[src/rtl/seg_pkg.sv]
// Shared constants for the seven-segment display driver: glyph patterns
// (active-high, bit order g..a) and helpers for sizing the scan counters.
package seg_pkg;

    localparam logic [6:0] SEG_0    = 7'h3F;
    localparam logic [6:0] SEG_1    = 7'h06;
    localparam logic [6:0] SEG_2    = 7'h5B;
    localparam logic [6:0] SEG_3    = 7'h4F;
    localparam logic [6:0] SEG_4    = 7'h66;
    localparam logic [6:0] SEG_5    = 7'h6D;
    localparam logic [6:0] SEG_6    = 7'h7D;
    localparam logic [6:0] SEG_7    = 7'h07;
    localparam logic [6:0] SEG_8    = 7'h7F;
    localparam logic [6:0] SEG_9    = 7'h6F;
    localparam logic [6:0] SEG_DASH = 7'h40;
    localparam logic [6:0] SEG_OFF  = 7'h00;

    // A single-digit display still needs a one-bit index register.
    function automatic int idx_width(input int num_digits);
        return (num_digits > 1) ? $clog2(num_digits) : 1;
    endfunction

    function automatic int presc_width(input int refresh_div);
        return (refresh_div > 1) ? $clog2(refresh_div) : 1;
    endfunction

endpackage

[src/rtl/seg_digit_decode.sv]
// Combinational BCD-to-segment decoder for the currently scanned digit.
// Codes above 9 show a dash so bad data is visible rather than garbled.
module seg_digit_decode
    import seg_pkg::*;
(
    input  logic [3:0] code,
    input  logic       dp,
    input  logic       blank,
    output logic [7:0] pattern
);

    logic [6:0] glyph;

    always_comb begin
        glyph = SEG_DASH;
        case (code)
            4'd0:    glyph = SEG_0;
            4'd1:    glyph = SEG_1;
            4'd2:    glyph = SEG_2;
            4'd3:    glyph = SEG_3;
            4'd4:    glyph = SEG_4;
            4'd5:    glyph = SEG_5;
            4'd6:    glyph = SEG_6;
            4'd7:    glyph = SEG_7;
            4'd8:    glyph = SEG_8;
            4'd9:    glyph = SEG_9;
            default: glyph = SEG_DASH;
        endcase
        pattern = blank ? {1'b0, SEG_OFF} : {dp, glyph};
    end

endmodule

[src/rtl/seg_display_mux.sv]
// Time-multiplexed N-digit seven-segment driver with leading-zero blanking,
// whole-display blink and a frame-complete pulse.
module seg_display_mux
    import seg_pkg::*;
#(
    parameter int NUM_DIGITS   = 4,
    parameter int REFRESH_DIV  = 100000,
    parameter int BLINK_FRAMES = 64,
    parameter bit ACTIVE_LOW   = 1'b1
) (
    input  logic                    clk,
    input  logic                    rst,
    input  logic [4*NUM_DIGITS-1:0] bcd_in,
    input  logic [NUM_DIGITS-1:0]   dp_in,
    input  logic                    load,
    input  logic                    lz_blank,
    input  logic                    blink,
    output logic [7:0]              seg,
    output logic [NUM_DIGITS-1:0]   an,
    output logic                    frame_done
);

    localparam int IDX_W = idx_width(NUM_DIGITS);
    localparam int PRE_W = presc_width(REFRESH_DIV);
    localparam int FRM_W = (BLINK_FRAMES > 1) ? $clog2(BLINK_FRAMES) : 1;

    localparam logic [IDX_W-1:0] LAST_IDX = IDX_W'(NUM_DIGITS - 1);
    localparam logic [PRE_W-1:0] LAST_PRE = PRE_W'(REFRESH_DIV - 1);
    localparam logic [FRM_W-1:0] LAST_FRM = FRM_W'(BLINK_FRAMES - 1);

    localparam logic [7:0]            SEG_IDLE = {8{ACTIVE_LOW}};
    localparam logic [NUM_DIGITS-1:0] AN_IDLE  = {NUM_DIGITS{ACTIVE_LOW}};

    logic [PRE_W-1:0]        presc_q, presc_d;
    logic [IDX_W-1:0]        idx_q, idx_d;
    logic [FRM_W-1:0]        frm_cnt_q, frm_cnt_d;
    logic                    phase_on_q, phase_on_d;
    logic                    wrap_q, wrap_d;
    logic [4*NUM_DIGITS-1:0] bcd_q, bcd_d;
    logic [NUM_DIGITS-1:0]   dp_q, dp_d;
    logic [7:0]              seg_q, seg_d;
    logic [NUM_DIGITS-1:0]   an_q, an_d;
    logic                    frame_done_q, frame_done_d;

    logic                    slot_end;
    logic                    frame_end;
    logic                    lead_zero;
    logic [NUM_DIGITS-1:0]   blank_mask;
    logic [NUM_DIGITS-1:0]   an_onehot;
    logic [3:0]              sel_code;
    logic                    sel_dp;
    logic                    sel_blank;
    logic [7:0]              pattern;

    always_comb begin
        slot_end  = (presc_q == LAST_PRE);
        frame_end = slot_end && (idx_q == LAST_IDX);

        presc_d = slot_end ? '0 : presc_q + PRE_W'(1);
        idx_d   = idx_q;
        if (slot_end) begin
            idx_d = (idx_q == LAST_IDX) ? '0 : idx_q + IDX_W'(1);
        end

        // Blink phase only advances on frame boundaries so on/off spans whole frames.
        frm_cnt_d  = frm_cnt_q;
        phase_on_d = phase_on_q;
        if (!blink) begin
            frm_cnt_d  = '0;
            phase_on_d = 1'b1;
        end else if (frame_end) begin
            if (frm_cnt_q == LAST_FRM) begin
                frm_cnt_d  = '0;
                phase_on_d = !phase_on_q;
            end else begin
                frm_cnt_d = frm_cnt_q + FRM_W'(1);
            end
        end

        // frame_done lags the wrap by one so it lines up with digit 0 on the pins.
        wrap_d       = frame_end;
        frame_done_d = wrap_q;

        bcd_d = load ? bcd_in : bcd_q;
        dp_d  = load ? dp_in  : dp_q;
    end

    always_comb begin
        lead_zero  = 1'b1;
        blank_mask = '0;
        for (int i = NUM_DIGITS - 1; i > 0; i--) begin
            lead_zero     = lead_zero && (bcd_q[4*i +: 4] == 4'd0) && !dp_q[i];
            blank_mask[i] = lead_zero;
        end

        sel_code  = bcd_q[3:0];
        sel_dp    = dp_q[0];
        sel_blank = 1'b0;
        an_onehot = '0;
        for (int i = 0; i < NUM_DIGITS; i++) begin
            if (idx_q == IDX_W'(i)) begin
                sel_code     = bcd_q[4*i +: 4];
                sel_dp       = dp_q[i];
                sel_blank    = lz_blank && blank_mask[i];
                an_onehot[i] = 1'b1;
            end
        end
    end

    seg_digit_decode u_decode (
        .code    (sel_code),
        .dp      (sel_dp),
        .blank   (sel_blank),
        .pattern (pattern)
    );

    always_comb begin
        seg_d = pattern ^ {8{ACTIVE_LOW}};
        an_d  = ((blink && !phase_on_q) ? '0 : an_onehot) ^ {NUM_DIGITS{ACTIVE_LOW}};
    end

    always_ff @(posedge clk) begin
        if (rst) begin
            presc_q      <= '0;
            idx_q        <= '0;
            frm_cnt_q    <= '0;
            phase_on_q   <= 1'b1;
            wrap_q       <= 1'b0;
            bcd_q        <= '0;
            dp_q         <= '0;
            seg_q        <= SEG_IDLE;
            an_q         <= AN_IDLE;
            frame_done_q <= 1'b0;
        end else begin
            presc_q      <= presc_d;
            idx_q        <= idx_d;
            frm_cnt_q    <= frm_cnt_d;
            phase_on_q   <= phase_on_d;
            wrap_q       <= wrap_d;
            bcd_q        <= bcd_d;
            dp_q         <= dp_d;
            seg_q        <= seg_d;
            an_q         <= an_d;
            frame_done_q <= frame_done_d;
        end
    end

    assign seg        = seg_q;
    assign an         = an_q;
    assign frame_done = frame_done_q;

endmodule

[config.mk]
export PLATFORM = sky130hd
export DESIGN_NAME = seg_display_mux
export DESIGN_NICKNAME = d
export VERILOG_FILES = /design/src/rtl/seg_pkg.sv /design/src/rtl/seg_digit_decode.sv /design/src/rtl/seg_display_mux.sv
export SDC_FILE = /design/constraint.sdc
export NUM_CORES = 1
export LEC_CHECK = 0
export CAP_MARGIN = 30
export CORE_UTILIZATION = 35
export CTS_CLUSTER_DIAMETER = 100
export DETAILED_ROUTE_END_ITERATION = 8
export PLACE_DENSITY = 0.59
export SETUP_SLACK_MARGIN = 0.05
export SKIP_LAST_GASP = 1
export SYNTH_ARGS = -nofsm -noshare
export SYNTH_HDL_FRONTEND = slang
export SYNTH_HIERARCHICAL = 1
export SYNTH_SLANG_ARGS = --single-unit
[constraint.sdc]
create_clock -name clk -period 2.22 [get_ports clk]
set_input_delay 0.444 -clock clk [delete_from_list [all_inputs] [get_ports clk]]
set_output_delay 0.444 -clock clk [all_outputs]
set_load 0.03 [all_outputs]
Yosys cells after proc, flatten, opt, wreduce, memory -nomap -nowiden
Memories as Yosys holds them, arrays and structs flattened.
Index checks and enable logic that the tools add are counted.
- add/subtract/negate cells: 3
- multiplexer cells: 17
- div/mod/pow operators: 0
- shift operators: 0
- multipliers: 0
- equality and inequality tests: 5
- bitwise logic cells: 3
- order comparisons: 0
- reductions and logical operators: 21
- operators by type and width (cell ; number):
    17-bit by 1-bit adder with 17-bit output (second input constant) ; 1
    17-bit equality test (second input constant) ; 1
    4-bit 2-to-1 mux ; 4
    4-bit logical NOT ; 3
    1-bit logical AND ; 10
    1-bit 2-to-1 mux ; 10
    8-bit 2-to-1 mux ; 1
    8-bit inverter ; 1
    6-bit by 1-bit adder with 6-bit output (second input constant) ; 1
    6-bit equality test (second input constant) ; 1
    6-bit 2-to-1 mux ; 1
    2-bit equality test (second input constant) ; 2
    1-bit logical NOT ; 4
    4-bit inverter ; 1
    2-bit OR reduction ; 2
    2-bit by 1-bit adder with 2-bit output (second input constant) ; 1
    2-bit by 1-bit equality test with 1-bit output (second input constant) ; 1
    2-bit logical NOT ; 1
    2-bit 2-to-1 mux ; 1
    2-bit AND reduction ; 1
    1-bit inverter ; 1
- ROM bits: 112
- bits in registers: 60
- bits in writable memories: 0
- output and inout bits: 13
- memories kept: 1
- latch bits: 0
- bits of input ports: 25
- memory list (memory ; depth ; width ; read ports ; clocked after Yosys merged registers in ; write ports ; line ; text):
    (name not given) ; 16 ; 7 ; 1 ; 0 ; 0 ; seg_digit_decode.sv:16 ; case (code)

Depth between registers and ports, before layout
- depth after elaboration: 12
- gate-level depth with buffers: 13
- depth with buffers taken out: 12

Cells and area by module
The synthesis kept the hierarchy.
- by module, submodules not included (module ; cells an instance ; area an instance (sq um) ; sequential area each (sq um) ; instances):
    seg_display_mux ; 276 ; 2514.9 ; 1201.2 ; 1
    seg_digit_decode ; 34 ; 225.2 ; 0.0 ; 1

Least setup slack after synthesis
Ideal clock, no wire load.
- path type: register to register
- start point: reg idx_q[1]
- end point: reg seg_q[0], in the netlist seg[0]
- path slack: -199 ps
- buffers on the path: 1
- period minus slack after synthesis: 2419 ps
- stages on the path, launching flop included: 13
- arrival: 2302 ps
- cells stage by stage: dfxtp_1 > inv_1 > ha_1 > clkbuf_1 > mux2i_1 > nor2_1 > a21oi_1 > o21ai_0 > inv_1 > ha_1 > or3_4 > a21oi_2 > nand2b_1
- word-level cells in the longest chain between the ends: 7
- elaborated cells between the ends (all ways): 12
- those cells by class: eq/ne: 3; mux: 7; bitwise: 1; memory: 1
- ends and longest elaborated chain (what ; line ; text):
    start, declared ; seg_display_mux.sv:35 ; logic [IDX_W-1:0] idx_q, idx_d;
    start signal, assigned ; seg_display_mux.sv:136 ; idx_q <= idx_d;
    2-bit by 1-bit equality test with 1-bit output ; seg_display_mux.sv:101 ; if (idx_q == IDX_W'(i)) begin
    4-bit 2-to-1 mux (2 in a row) ; seg_display_mux.sv:101 ;
    4-bit 2-to-1 mux * ; seg_display_mux.sv:101 ;
    via sel_code[1] ; seg_display_mux.sv:50 ; logic [3:0] sel_code;
    memory 16 x 7 bit * ; n/a ;
    8-bit 2-to-1 mux * ; seg_digit_decode.sv:29 ; pattern = blank ? {1'b0, SEG_OFF} : {dp, glyph};
    via pattern[0] ; seg_display_mux.sv:53 ; logic [7:0] pattern;
    8-bit inverter (no source line) * ; n/a ;
    end signal, assigned ; seg_display_mux.sv:142 ; seg_q <= seg_d;
    end, declared ; seg_display_mux.sv:41 ; logic [7:0] seg_q, seg_d;
The timed path passes the listed nets; every way through them passes the cells marked *.
A chain may end at the register's enable or synchronous reset.

Final worst setup path
- start point: reg idx_q[0]
- end point: reg seg_q[0], in the netlist seg[0]
Same word-level chain as after synthesis.

==> summary.md <==
| Metric | Value |
|---|---|
| Outcome | `completed` |
| Worst vdd ir | `406 uV` |
| Filler cell count | `693` |
| Max Slew Vio Count | `0` |
| Most common cell on crit path | `inv_1` |
| Slew HR | `74.4%` |
| Core area | `7410 um2` |
| IO buf count | `37` |
| Nets | `394` |
| Critical path arrival | `2.18 ns` |
| Sink Count | `60` |
| Reg2reg setup slack | `0.27 ns` |
| Site Rows | `31` |
| Fmax | `513 MHz` |
| Post-synth top flop | `dfxtp_1` |
| Hold Path Class | `flop to flop` |
| Inst Count DP | `446` |
| Hpwl dp | `3.87 mm` |
| Synth cell types | `39` |
| First-pass GRT wire length | `9.21 mm` |
| Count leader, synth | `nor2_1` |
| Synth Instances | `310` |
| Worst R2R End | `seg[0]` |
| Post-route ant nets | `0` |
| Register bit count reported by yosys | `60` |
| Final min period | `1.95 ns` |
| RSZ-0062 raised after global routing | `false` |
| Number of synthesized flops with an enable pin | `0` |
| Die ar. | `8190 um2` |
| Pwr per Cell Area | `643 nW/um2` |
| Clock transition at path regs | `0.07 ns` |
| Root buf cell | `clkbuf_8` |
| Worst Reg-to-Reg Cells | `10` |
| Inserted Diodes | `0` |
| CP peak stage delay | `0.38 ns` |
| Share of layout cells above drive strength 1 | `11.3%` |
| Crit path capture | `seg[0]` |
| Largest net degree at the start of global routing | `21` |
| Max-cap violations | `0` |
| Hold Buf Count CTS | `0` |
| Crit path max fanout | `10` |
| H-tree Lvls | `3` |
| Final Instance Count excl. Fillers | `462` |
| Cell area after synthesis | `2740 um2` |
| CTS Buffer Depth | `2` |
| Yosys warning total | `6` |
| Worst Setup SP | `idx_q[0]` |
| Critical Path Start Type | `flop` |
| Commonest cells post-synth | `nor2_1, dfxtp_1, mux2i_1` |
| Wirelength per Cell | `11.2 um` |
| CTS buffer count | `9` |
| RR Startpoint | `idx_q[0]` |
| Register area share after synthesis | `43.8%` |
| Syn nets | `346` |
| Worst-Margin Slew | `0.384 ns` |
| Vias per cell | `4.57` |
| Skew final | `0.00812 ns` |
| Placer Congestion | `0.781` |
| # setup viols final | `0` |
| Minimum hold slack | `0.443 ns` |
| Crit path max-delay family | `simple AND/OR/NAND/NOR gates` |
| Pre-antenna DRT Iters | `4` |
| CP Buf/Inv Count | `2` |
| Crit-path cells | `inv_1 -> ha_2 -> nor2_1 -> a21oi_1 -> o21ai_2 -> inv_1 -> ha_1 -> or3_4 -> a21oi_2 -> nand2b_1` |
| Final wirelength | `5.18 mm` |
| Area leader, netlist | `dfxtp_1` |
| Worst Path Required | `2.45 ns` |
| Slowest CP cell | `dfxtp_2` |
| Worst-Skew Late Latency | `0.33 ns` |
| Ranking of synthesized cells by area | `dfxtp_1, mux2i_1, nor2_1, ha_1, nand2_1` |
| Final hold violations | `0` |
| Area delta synth->final | `26.3%` |
| I/O pins | `38` |
| Die Width | `90.5 um` |
| CP Class | `flop to flop` |
| Crit path depth | `10` |
| Routed vias | `2,110` |
| DRC | `0` |
| Initial antenna violation count | `0` |
| DR iter-0 viols | `52` |
| Critical path endpoint category | `flop` |
| Asr flop ratio synth | `0%` |
| Syn avg cell area | `8.84 um2` |
| Total GRT Usage | `14.2%` |
| Starting density of the core | `37.0%` |
| Vias in the first global route | `2,026` |
| CTS tree | `done` |
| GR Overflow Total | `0` |
| Leak pwr | `1.35 nW` |
| Setup TNS | `0 ns` |
| Chip Height | `90.5 um` |
| Period utilisation layout | `87.7%` |
| Yosys top cell area share | `43.8%` |
## per-stage QoR
step           total power [mW]  worst slack (ns)  util [%]  cell area (um2)
2_1_floorplan              1.31            0.0528         -             2750
3_3_place_gp               1.41             0.145      44.1             3270
6_report                   2.22             0.272      46.7             3460
3_5_place_dp               1.41            0.0772      44.1             3270
4_1_cts                    2.25            0.0717      46.4             3440
5_1_grt                    2.33            0.0605      46.7             3460
## cell type report
| type | count | area [um2] | share of cell area, % |
|---|---|---|---|
| multi-input cells | 226 | 1460 | 42.1 |
| flip-flops and latches | 60 | 1200 | 34.7 |
| repair buffers | 50 | 468 | 13.5 |
| clock buffers | 11 | 141 | 4.09 |
| well taps | 99 | 124 | 3.58 |
| inverters | 11 | 41.3 | 1.19 |
| clock inverters | 5 | 27.5 | 0.795 |
## state kept, by name, indices dropped and copies added (netlist names)
register / cells
phase_on_q: 1
frm_cnt_q: 6
seg: 8
dp_q: 4
frame_done_d: 1
idx_q: 2
frame_done: 1
an: 4
presc_q: 17
bcd_q: 16
## cell families after synthesis
group	after synthesis	synth area share [%]
compound gates	31	6.58
mux	28	10.2
buf+inv	24	3.88
xor+xnor	16	5.11
flops	60	43.8
simple gates	140	25.3
fa+ha+maj	11	5.02
## timing repair
| item | 4_1_cts | 5_1_grt |
|---|---|---|
| gates resized for setup | 0 | 6 |
| endpoints found under the setup margin | 0 | 9 |
| buffers inserted | 0 | 0 |
## worst min path at each step
stage                            start         end  slack [ns]  cells after the start
after floorplan           frame_done_d  frame_done        0.41                      1
after global placement    frame_done_d  frame_done        0.42                      1
after detailed placement  frame_done_d  frame_done        0.43                      1
after CTS                 frame_done_d  frame_done        0.45                      1
after global routing      frame_done_d  frame_done        0.47                      1
final                     frame_done_d  frame_done        0.44                      1
## per-layer routing
| metal | global-route usage, % | vias up | wire length [um] |
|---|---|---|---|
| met2 | 20.1 | 34 | 2070 |
| met5 | 0 | - | 0 |
| met3 | 3.70 | 9 | 179 |
| met1 | 19.4 | 928 | 2810 |
| li1 | - | 1139 | - |
| met4 | 8.06 | 0 | 121 |
## report_power, final
group / internal, mW / switching [mW] / leakage [nW]
Combinational: 0.125 / 0.116 / 0.774
Clock: 0.427 / 0.413 / 0.0889
Sequential: 1.12 / 0.0257 / 0.492
## cells in the final DEF, fill, tap and decap left out, types with 9 or more instances in the layout
master,netlist,layout
buf_4,2,13
dfxtp_1,60,59
nor2_1,61,61
nand2b_1,11,11
ha_1,11,9
a21oi_1,14,14
nand3_1,10,10
mux2i_1,28,28
xnor2_1,10,10
inv_1,9,9
clkdlybuf4s50_1,0,37
clkbuf_8,0,10
nand2_1,25,25
Power figures use the tool's default switching activity.
